File: src/rtl/result_fifo_pkg.sv
// result_fifo_acc shared definitions: default sizes and the
// per-cycle FIFO operation encoding.
package result_fifo_pkg;

  localparam int W_DEF     = 8;
  localparam int DEPTH_DEF = 4;
  localparam int ACC_W_DEF = 16;
  localparam int PTR_W_DEF = $clog2(DEPTH_DEF);

  typedef enum logic [2:0] {
    OP_IDLE = 3'd0,
    OP_PUSH = 3'd1,
    OP_POP  = 3'd2,
    OP_XFER = 3'd3,
    OP_DROP = 3'd4,
    OP_CLR  = 3'd5
  } fifo_op_e;

  function automatic fifo_op_e op_encode(
    input logic clr,
    input logic push,
    input logic pop,
    input logic drop
  );
    fifo_op_e op;
    op = OP_IDLE;
    unique case (1'b1)
      clr:                  op = OP_CLR;
      !clr && push && pop:  op = OP_XFER;
      !clr && push && !pop: op = OP_PUSH;
      !clr && pop && !push: op = OP_POP;
      !clr && drop:         op = OP_DROP;
      default:              op = OP_IDLE;
    endcase
    return op;
  endfunction

endpackage

File: src/rtl/sync_fifo_core.sv
// Result buffer: storage, pointers, occupancy and the
// push/pop/drop decision for a no-backpressure producer.
module sync_fifo_core
  import result_fifo_pkg::*;
#(
  parameter int W     = W_DEF,
  parameter int DEPTH = DEPTH_DEF
) (
  input  logic                   clk,
  input  logic                   rst_n,
  input  logic                   clr,
  input  logic                   in_valid,
  input  logic [W-1:0]           in_data,
  input  logic                   out_ready,
  output logic                   out_valid,
  output logic [W-1:0]           out_data,
  output logic [$clog2(DEPTH):0] count,
  output logic                   full,
  output logic                   wr_en,
  output logic                   drop_en
);

  localparam int PTR_W = $clog2(DEPTH);
  localparam int CNT_W = PTR_W + 1;

  logic [W-1:0]     mem [DEPTH];
  logic [PTR_W-1:0] rd_ptr;
  logic [PTR_W-1:0] wr_ptr;
  logic [CNT_W-1:0] cnt_q;
  logic             pop;
  logic             push;
  logic             drop;
  fifo_op_e         op;

  assign full      = (cnt_q == CNT_W'(DEPTH));
  assign out_valid = (cnt_q != '0);
  assign count     = cnt_q;

  assign pop  = out_valid && out_ready;
  assign push = in_valid && (!full || pop);
  assign drop = in_valid && full && !pop;

  assign op      = op_encode(clr, push, pop, drop);
  assign wr_en   = (op == OP_PUSH) || (op == OP_XFER);
  assign drop_en = (op == OP_DROP);

  assign out_data = out_valid ? mem[rd_ptr] : '0;

  // Pointer and occupancy state; clr wins over any handshake.
  always_ff @(posedge clk or negedge rst_n) begin
    if (!rst_n) begin
      rd_ptr <= '0;
      wr_ptr <= '0;
      cnt_q  <= '0;
    end else begin
      unique case (op)
        OP_CLR: begin
          rd_ptr <= '0;
          wr_ptr <= '0;
          cnt_q  <= '0;
        end
        OP_PUSH: begin
          wr_ptr <= wr_ptr + 1'b1;
          cnt_q  <= cnt_q + 1'b1;
        end
        OP_POP: begin
          rd_ptr <= rd_ptr + 1'b1;
          cnt_q  <= cnt_q - 1'b1;
        end
        OP_XFER: begin
          rd_ptr <= rd_ptr + 1'b1;
          wr_ptr <= wr_ptr + 1'b1;
        end
        default: ;
      endcase
    end
  end

  // Storage write; contents are don't-care until pushed.
  always_ff @(posedge clk) begin
    if (wr_en) begin
      mem[wr_ptr] <= in_data;
    end
  end

endmodule

File: src/rtl/result_fifo_acc.sv
// Adder result sink: FIFO, running sum and sticky drop flag.
// Optional macro RESULT_ACC_SAT_EN: saturating acc + acc_sat.
module result_fifo_acc
  import result_fifo_pkg::*;
#(
  parameter int W     = W_DEF,
  parameter int DEPTH = DEPTH_DEF,
  parameter int ACC_W = ACC_W_DEF
) (
  input  logic                   clk,
  input  logic                   rst_n,
  input  logic                   clr,
  input  logic                   in_valid,
  input  logic [W-1:0]           in_data,
  input  logic                   out_ready,
  output logic                   out_valid,
  output logic [W-1:0]           out_data,
  output logic [$clog2(DEPTH):0] count,
  output logic                   full,
  output logic [ACC_W-1:0]       acc,
`ifdef RESULT_ACC_SAT_EN
  output logic                   acc_sat,
`endif
  output logic                   overflow
);

  logic wr_en;
  logic drop_en;

  sync_fifo_core #(
    .W     (W),
    .DEPTH (DEPTH)
  ) u_core (
    .clk       (clk),
    .rst_n     (rst_n),
    .clr       (clr),
    .in_valid  (in_valid),
    .in_data   (in_data),
    .out_ready (out_ready),
    .out_valid (out_valid),
    .out_data  (out_data),
    .count     (count),
    .full      (full),
    .wr_en     (wr_en),
    .drop_en   (drop_en)
  );

`ifdef RESULT_ACC_SAT_EN
  logic [ACC_W:0] sum;
  assign sum = {1'b0, acc} + (ACC_W + 1)'(in_data);

  // Saturating sum of accepted results; acc_sat is sticky.
  always_ff @(posedge clk or negedge rst_n) begin
    if (!rst_n) begin
      acc      <= '0;
      acc_sat  <= 1'b0;
      overflow <= 1'b0;
    end else if (clr) begin
      acc      <= '0;
      acc_sat  <= 1'b0;
      overflow <= 1'b0;
    end else begin
      if (wr_en) begin
        if (sum[ACC_W]) begin
          acc     <= '1;
          acc_sat <= 1'b1;
        end else begin
          acc <= sum[ACC_W-1:0];
        end
      end
      if (drop_en) begin
        overflow <= 1'b1;
      end
    end
  end
`else
  logic [ACC_W-1:0] sum;
  assign sum = acc + ACC_W'(in_data);

  // Wrapping sum of accepted results; drops set overflow.
  always_ff @(posedge clk or negedge rst_n) begin
    if (!rst_n) begin
      acc      <= '0;
      overflow <= 1'b0;
    end else if (clr) begin
      acc      <= '0;
      overflow <= 1'b0;
    end else begin
      if (wr_en) begin
        acc <= sum;
      end
      if (drop_en) begin
        overflow <= 1'b1;
      end
    end
  end
`endif

endmodule

File: config.mk
export PLATFORM = sky130hd
export DESIGN_NAME = result_fifo_acc
export DESIGN_NICKNAME = d
export VERILOG_FILES = /design/src/rtl/result_fifo_pkg.sv /design/src/rtl/sync_fifo_core.sv /design/src/rtl/result_fifo_acc.sv
export SDC_FILE = /design/constraint.sdc
export NUM_CORES = 1
export LEC_CHECK = 0
export BUFFER_PORTS_ARGS = -buffer_cell sky130_fd_sc_hd__buf_2
export CORE_ASPECT_RATIO = 0.9
export CORE_MARGIN = 4
export CORE_UTILIZATION = 45
export CTS_CLUSTER_SIZE = 10
export DETAILED_ROUTE_END_ITERATION = 8
export MAX_ROUTING_LAYER = met4
export PLACE_DENSITY = 0.65
export REMOVE_ABC_BUFFERS = 1
export SYNTH_ARGS = -nofsm -noshare
export SYNTH_HDL_FRONTEND = slang
export SYNTH_HIERARCHICAL = 1
export SYNTH_SLANG_ARGS = --single-unit
File: constraint.sdc
create_clock -name clk -period 3 [get_ports clk]
set_clock_uncertainty 0.1 [all_clocks]
set_input_delay 0.45 -clock clk [delete_from_list [all_inputs] [get_ports clk]]
set_output_delay 0.45 -clock clk [all_outputs]
set_load 0.01 [all_outputs]
==> impl_results.md, run 1 <==
- Worst EP required: between 3000 and 4000 ps
- PwrDens: 596 nW/um2
- Yosys warnings: 6
- Top cells by area, synth: edfxtp_1, dfrtp_1, mux4_2
- Area delta synth->final: 12.3%
- Global-route wire length before repair: 9520 um
- Sw frac: about a third
- WP data arrival: 2670 ps
- Startpoint types: register
- Vias in the first global route: 1,897
- CTS max path bufs: 2
- CTS H-tree lvls: 2
- Grt total ovfl: 0
- DRC viols: 0
- Post-synth EDFFs: 32
- GRT Total Usage: between 15 and 20%
- Status: completed
- Die W: around 92 um
- Vias per cell: 5.26
- Gpl congestion: between 0.7 and 0.8
- CTS Hold Buffers Added: 0
- CTS sink count: 56
- Leading area contributor after synthesis: edfxtp_1
- VDD IR max: roughly 0.24 mV
- Postcts setup bufs: 0
- Worst Tran Pin Value: 617 ps
- Top cells by count, synth: edfxtp_1, dfrtp_1, nor2_1, ha_1, and2_1
- Clk_lat worst skew: a little over 300 ps
- FMAX: 394 MHz
- Die extent in y: ~83 um
- Static Leak: roughly 1.3 nW
- Root buffer cell: clkbuf_8
- Fraction of layout cells with a size suffix above 1: 26.8%
- Synth unique cells: 50
- DR vias: 1,851
- Final worst path period need: 2540 ps
- Initial antenna violation count: 0
- Antenna cells: 0
- Remaining antenna violation count: 0
- Top-area cell type share of the netlist area: between 30% and 40%
- Count of input and output buffers: 42
- Final setup vio count: 0
- Synth Flop Type: edfxtp_1
- Final-report max-slew violation count: 0
- Synth Area per Inst: ~13 um2
- Cells after Synth: around 220
- Final hold vios: 0
- Final Power: 0.00191 W
- Crit path max fanout: 15
- Detailed Route WL: about 5600 um
- CTS tree: built
- Mapped Area: around 2800 um2
- Effective utilization at floorplan: 46.6%
- Core area: 6110 um2
- Num CTS Buffers: 5
- Flop pwr share: 49.6%
- Tcrit/Tclk final: 84.5%
- #FFs+latches synth: 56
- Part of the power in combinational logic: 28.9%
- Total I/O pin count: 43
- Die area: 7660 um2
- Routed len/inst: 16.0 um
- Initial DRC count: 115
- Max_slew headroom: 58.8%
- Clock transition at the registers of the reported paths: 100 ps
- Multi-input logic area: between 1000 and 1500 um2
- Asr flop ratio synth: 42.9%
- Site row count: 27
- Critical Path End Type: register
- Largest net degree at the start of global routing: 25
- Post-synthesis sequential area ratio: approximately 55%
- Hold Crit Class: input pin to asynchronous set/reset pin
- Post-DP HPWL: 4020 um
- Max-cap viol count: 0
- Setup_tns: 0 ps
- First-pass DRT Iterations: 4
- Clk pwr share: a little over a fifth
- Sw Pwr: 0.000606 W
- Layout fillers: roughly 550
- Layout Nets: 291
- Count leader, synth: edfxtp_1
- Post-CTS sizing: 0
- Setup CP Type: register to register
- Internal power: 0.00130 W
- Unrepaired setup endpoints after global routing: no
- Register Area: 1560 um2
power by group through the flow:
stage / registers [W] / clock network (W) / logic, W
global route: 0.000962 / 0.000463 / 0.000617
floorplan: 0.000953 / 0 / 0.000364
CTS: 0.000949 / 0.000423 / 0.000559
global placement: 0.000964 / 0 / 0.000549
finish: 0.000945 / 0.000409 / 0.000551
detailed placement: 0.000966 / 0 / 0.000557
cell families (layout without fill, tap and decap cells):
logic type               count (synthesis)  in the layout  share of synthesized area (%)
AO/OA/AOI/OAI                           42             42                           10.2
XOR/XNOR                                15             15                           4.62
adder cells (fa/ha/maj)                 14             14                           6.68
buffers and inverters                   18             60                           3.47
flip-flops                              56             56                           54.9
multiplexers                            10             10                           7.03
AND/OR/NAND/NOR                         68             68                           13.1
worst paths after layout:
path | start | end | slack [ps] | cells after the start
min in group clk | in_data[0] | u_core/mem[0][0] | 270 | 1
setup / recovery | u_core/count[2] | acc[14] | 460 | 7
hold / removal | rst_n | u_core/count[2] | 30 | 1
max in group asynchronous | rst_n | acc[0] | 2390 | 1
hold reg to reg | overflow | overflow | 410 | 2
setup reg to reg | u_core/count[2] | acc[14] | 460 | 7
registers in the layout, summed over array words and instances, names as in the netlist:
register       count
overflow           1
u_core/count       3
u_core/mem        32
u_core/wr_ptr      2
acc               16
u_core/rd_ptr      2
metrics by stage:
stage                     hold slack [ps]  cells  worst slack [ps]  cell area [um2]  utilization, %
after detailed placement              382    344               447             3110            50.8
after CTS                            33.5    352               464             3200            52.3
after global routing                 40.9    352               296             3200            52.3
after global placement                364    344               500             3110            50.8
final                                25.8    352               464             3200            52.3
after floorplan                      54.4    214               763             2780               -
cell type report:
type	count	area share, %
Multi-Input combinational cell	149	37.1
Tap cell	87	3.41
Sequential cell	56	48.8
Clock inverter	2	0.509
Timing Repair Buffer	43	6.81
Inverter	9	1.06
Clock buffer	6	2.27
placed cells by master, fill, tap and decap left out, drive strengths merged, types with 8 or more instances in the layout:
cell,n
nor2,19
dfrtp,24
ha,12
inv,9
edfxtp,32
xor2,9
nand2,10
buf,43
and2,13
mux4,8
a21oi,10
o21ai,8
critical path, cell delays in order (launching register included):
cell and delay [ps]:
dfrtp_1 470, or4b_4 250, and3b_1 560, nor2_2 160, nor2_1 180, nand2_1 120
or4_1 470, a21oi_1 150
per-layer routing:
layer	vias up	wire length, um	part of all wire [%]	GRT usage (%)
li1	891	-	-	-
met1	915	2740	49	22.4
met2	40	2570	46	24.4
met3	5	262	4.7	3.70
met4	0	50	0.89	3.64
met5	-	0	0	-
Note: power is estimated with default switching activity, not from simulation.
==> run 2, diff against run 1 <==
- clock period: 3 -> 2.65 ns (I/O delays scaled with it)
==> run 2 against run 1 <==
  * First-iteration DRC count down 18%
  * Largest power group unchanged
  * Sequential power up 11%
  * Sequential share of layout area down 0.59 points
  * Global-route usage down 1.1 points
  * Sequential cell count unchanged
  * Worst setup slack worse by 160 ps
  * Non-clock buffer count up 4
  * Worst hold slack better by 190 ps
  * Die area unchanged
  * Cell area up 1.2%
==> impl_results.md, run 2 (synthesized netlist as in run 1, its figures left out) <==
- Status: completed
- VDD IR max: 0.234 mV
- Part of the power in combinational logic: between 30% and 40%
- Post-placement cell count: 347
- Critical Path End Type: output pin
- GRT Total Usage: 15.1%
- Final worst path period need: between 2000 and 2500 ps
- Layout Nets: 295
- Largest net degree at the start of global routing: 25
- WP data arrival: ~1900 ps
- Finished Layout Cells: 356
- Max-cap viol count: 0
- Postcts setup bufs: 0
- Vias per cell: 5.10
- Final-report max-slew violation count: 0
- CTS H-tree lvls: 2
- Hold Path Origin: in_data[0]
- Sw frac: 31.5%
- Worst Tran Pin Value: 569 ps
- CTS tree: built
- Slowest cell on crit path: dfrtp_1
- Routed len/inst: about 15 um
- Final hold vios: 0
- PwrDens: 671 nW/um2
- Hold depth: 1
- Worst reg-to-reg path cell count: 8
- Max incr delay on CP: 510 ps
- Die W: 91.8 um
- First-pass DRT Iterations: 4
- Clock transition at the registers of the reported paths: around 100 ps
- Static Leak: 1.35 nW
- CTS max path bufs: 2
- Sw Pwr: 0.000683 W
- Detailed Route WL: 5330 um
- CTS sink count: 56
- Hold Crit Class: input pin to register
- Flop-to-flop setup slack: ~320 ps
- Die area: 7660 um2
- CP Cell Sequence: buf_4 > mux4_2 > and2_1 > buf_2
- Internal power: 0.00149 W
- Vias in the first global route: between 1,500 and 2,000
- Site row count: 27
- Worst EP required: approximately 2200 ps
- Clk_lat worst skew: about 300 ps
- Biggest register: u_core/mem
- Unrepaired setup endpoints after global routing: no
- Effective utilization at floorplan: 46.6%
- DR vias: 1,815
- Setup CP Type: register to output pin
- Area delta synth->final: 13.7%
- Final setup vio count: 0
- Die extent in y: 83.5 um
- Startpoint types: register
- Commonest non-fill, non-tap cell in the layout: buf_2
- Max FFs per register: 32
- Total I/O pin count: 43
- Dpl ws: 186 ps
- Layout fillers: 540
- Max_slew headroom: around 62%
- Antenna cells: 0
- FF-to-FF Start: acc[0]
- Core area: 6110 um2
- Most frequent cells in the layout: buf_2, edfxtp_1, dfrtp_1
- Post-DP HPWL: 3950 um
- Setup_tns: 0 ps
- Hold Path Sink: u_core/mem[1][0]
- Global-route wire length before repair: 8980 um
- Crit path max fanout: 6
- Fraction of layout cells with a size suffix above 1: ~28%
- Count of input and output buffers: 42
- Initial DRC count: 94
- FMAX: about 430 MHz
- Grt total ovfl: 0
- Num CTS Buffers: 5
- Initial antenna violation count: 0
- Root buffer cell: clkbuf_8
- Gpl congestion: 0.793
- WHS: between 200 and 250 ps
- Tcrit/Tclk final: 88.5%
- Flop pwr share: ~48%
- Clk pwr share: a little over a fifth
- DRC viols: 0
- Worst r2r dst: acc[10]
- Remaining antenna violation count: 0
- Fin worst setup slack: 305 ps
-- run 2: cell types whose count changed in the layout (fill, tap and decap cells not counted) --
cell | before | now
inv_6 | 0 | 1
clkinv_4 | 1 | 2
dlygate4sd3_1 | 0 | 1
buf_4 | 1 | 4
clkbuf_1 | 1 | 0
clkinvlp_4 | 1 | 0
-- run 2: metrics by stage --
stage	util [%]	cell area (um2)	total power (W)
2_1_floorplan	-	2780	0.00149
3_3_place_gp	51.2	3130	0.00173
3_5_place_dp	51.2	3130	0.00174
4_1_cts	52.9	3240	0.00221
5_1_grt	52.9	3240	0.00232
6_report	52.9	3240	0.00217
-- run 2: critical path: cells and delay by family, from the launching register on --
family	cells	cell delay, ps
flops	1	510
mux	1	510
buf+inv	2	360
simple gates	1	160
-- run 2: area by class of cell --
cell class / instances / area [um2] / share of cell area, %
Sequential cell: 56 / 1560 / 48.3
Timing Repair Buffer: 47 / 250 / 7.73
Tap cell: 87 / 109 / 3.36
Inverter: 9 / 33.8 / 1.04
Clock buffer: 5 / 68.8 / 2.13
Multi-Input combinational cell: 149 / 1190 / 36.7
Clock inverter: 3 / 26.3 / 0.812
-- run 2: layer usage --
layer | vias up | wire length [um] | GRT usage, %
met5 | - | 0 | -
met4 | 0 | 46 | 3.24
met3 | 5 | 223 | 3.16
met2 | 44 | 2400 | 23.4
met1 | 863 | 2660 | 20.7
li1 | 903 | - | -
-- run 2: power by group through the flow --
stage	Combinational, W	Sequential (W)	Clock [W]
finish	0.000654	0.00105	0.000466
global route	0.000731	0.00107	0.000526
CTS	0.000665	0.00105	0.000490
detailed placement	0.000662	0.00107	0
global placement	0.000654	0.00107	0
floorplan	0.000412	0.00108	0
-- run 2: what timing repair did --
action | in CTS | in global routing
endpoints found under the hold margin | 24 | 0
hold buffers | 1 | 0
setup endpoints to repair | 0 | 0
resized for setup | 0 | 0
-- run 2: worst max path at each step --
stage | cells past startpoint | endpoint | start
3_5_place_dp | 9 | acc[10] | in_data[0]
4_1_cts | 4 | out_data[0] | u_core/rd_ptr[0]
5_1_grt | 8 | acc[10] | acc[0]
6_report | 4 | out_data[0] | u_core/rd_ptr[0]
3_3_place_gp | 9 | acc[10] | in_data[0]
2_1_floorplan | 8 | acc[10] | acc[0]
==> run 3, diff against run 2 <==
- clock period: 2.65 -> 2.3 ns (I/O delays scaled with it)
==> run 3 against run 2 <==
  * Core utilization grew 1.9 points
  * Critical endpoint is now acc[10]
  * Wire length up 2.5%
  * Sequential cell count did not move
  * Highest routed layer unchanged
  * Total power rose by 23%
  * Sequential power grew 12%
==> impl_results.md, run 3 (synthesized netlist as in run 1, its figures left out) <==
- Status: completed
- Highest routed layer: met4
- PwrDens: approximately 790 nW/um2
- Final Power: 0.00266 W
- Clk pwr share: between 20% and 30%
- Part of the power in combinational logic: 31.0%
- Biggest register: u_core/mem
- Most frequent cells in the layout: buf_2, edfxtp_1, dfrtp_1
- Max-cap viol count: 0
- Largest net degree at the start of global routing: 25
- WP depth: 8
- Static Leak: about 1.4 nW
- Area delta synth->final: 17.8%
- Multi-input logic area: 1210 um2
- Slowest cell on crit path: or4_1
- Remaining antenna violation count: 0
- GRT Total Usage: 15.3%
- Hold Crit Class: input pin to register
- Met2 wire length: 2530 um
- Commonest non-fill, non-tap cell in the layout: buf_2
- Vias in the first global route: 1,944
- Site row count: 27
- Critical Path End Type: register
- FF-to-FF Start: acc[0]
- Flop pwr share: ~45%
- Count of input and output buffers: 42
- Vias per cell: between 5 and 6
- Core area: between 6000 and 7000 um2
- Global-route wire length before repair: 9110 um
- CTS H-tree lvls: 2
- Final-report max-slew violation count: 0
- CP Cell Sequence: ha_2 > inv_1 > fa_1 > nand2b_4 > a21oi_4 > nor2_2 > or4_1 > a21oi_2
- Hold Path Origin: in_data[1]
- WP data arrival: ~2400 ps
- Final worst path period need: between 2000 and 2500 ps
- Hold depth: 1
- FMAX: ~450 MHz
- Fraction of layout cells with a size suffix above 1: between 30% and 40%
- Initial antenna violation count: 0
- Max incr delay on CP: 490 ps
- Die W: 91.8 um
- Sw Pwr: 0.000807 W
- DR vias: 1,919
- DRC viols: 0
- Total I/O pin count: 43
- Clk_lat worst skew: 310 ps
- Unrepaired setup endpoints after global routing: yes
- Sw frac: 30.3%
- CTS tree: built
- Clock transition at the registers of the reported paths: about 100 ps
- First-pass DRT Iterations: 4
- Final hold vios: 0
- Max_slew headroom: 62.7%
- Tcrit/Tclk final: 96.7%
- Crit path buf inv count: 1
- Startpoint types: register
- Met3 WL: 235 um
- Routed len/inst: 14.9 um
- Worst EP required: 2440 ps
- Layout Nets: approximately 310
- Grt total ovfl: 0
- CTS sink count: 56
- Cell family with most CP delay: simple AND/OR/NAND/NOR gates
- Register Area: approximately 1600 um2
- Util after Layout: 54.8%
- Worst Tran Pin Value: 559 ps
- Max FFs per register: 32
- Antenna cells: 0
- Final setup vio count: 0
- Detailed Route WL: ~5500 um
- Num CTS Buffers: 5
- CTS max path bufs: 2
- Gpl congestion: approximately 0.8
- Initial DRC count: 107
- Crit. Startpoint: acc[0]
- VDD IR max: 0.277 mV
- Setup CP Type: register to register
- Post-DP HPWL: 3980 um
- Effective utilization at floorplan: around 47%
- Worst reg-to-reg path cell count: 8
- Crit path max fanout: 6
- Die extent in y: 83.5 um
- Die area: 7660 um2
- Root buffer cell: clkbuf_8
- Layout fillers: 532
- M1 wire length: 2600 um
- Internal power: about 0.0019 W
==> run 3: cell types whose count changed in the layout (fill, tap and decap cells not counted) <==
cell,change
a21oi_1,-1
a21oi_4,+1
and3b_1,-1
and3b_2,+1
buf_4,+10
bufinv_16,+1
clkinv_4,-2
clkinvlp_4,+1
ha_1,-1
ha_2,+1
nand2b_1,-1
nand2b_4,+1
==> run 3: timing repair <==
action / CTS / global route
setup buffers: 0 / 1
hold buffers: 1 / 0
endpoints found under the setup margin: 0 / 3
gates resized for setup: 0 / 5
hold endpoints to repair: 24 / 0
==> run 3: final timing paths <==
| kind | endpoint | slack, ps |
|---|---|---|
| setup / recovery | acc[10] | 80 |
| hold / removal | u_core/mem[0][1] | 190 |
| setup reg to reg | acc[10] | 80 |
| hold reg to reg | overflow | 410 |
| max in group asynchronous | acc[6] | 1280 |
| min in group asynchronous | acc[13] | 440 |
==> run 3: per-stage QoR <==
step / TNS [ps] / std cells / hold WS (ps) / setup WS (ps) / instance area (um2)
2_1_floorplan: 0 / 214 / -50.6 / 90.3 / 2780
3_3_place_gp: 0 / 356 / 267 / 34.3 / 3200
3_5_place_dp: -13.6 / 356 / 276 / -13.6 / 3200
4_1_cts: 0 / 365 / 180 / 49.5 / 3320
5_1_grt: -19.1 / 366 / 174 / -19.1 / 3350
6_report: 0 / 366 / 189 / 75.1 / 3350
==> run 3: worst register-to-register path: cells and delay by family (launching register included) <==
family	cells	cell delay [ps]
fa+ha+maj	2	570
simple gates	3	740
buf+inv	1	50
compound gates	2	320
flops	1	380
==> run 3: final cells by class <==
type	count	share of cell area, %
inverters	9	1.01
repair buffers	57	9.70
clock inverters	3	1.38
well taps	87	3.25
flip-flops and latches	56	46.6
multi-input cells	149	36.0
clock buffers	5	2.05
==> run 3: power by group through the flow <==
stage / registers [W] / clock network, W / logic [W]
final: 0.00118 / 0.000653 / 0.000825
after global routing: 0.00119 / 0.000715 / 0.000922
after CTS: 0.00118 / 0.000665 / 0.000833
after detailed placement: 0.00121 / 0 / 0.000829
after global placement: 0.00121 / 0 / 0.000814
after floorplan: 0.00124 / 0 / 0.000475
==> run 3: metal layers <==
layer | track usage (%) | up-vias
met5 | - | -
met4 | 4.32 | 0
met3 | 3.43 | 10
met2 | 23.8 | 50
met1 | 20.2 | 937
li1 | - | 922
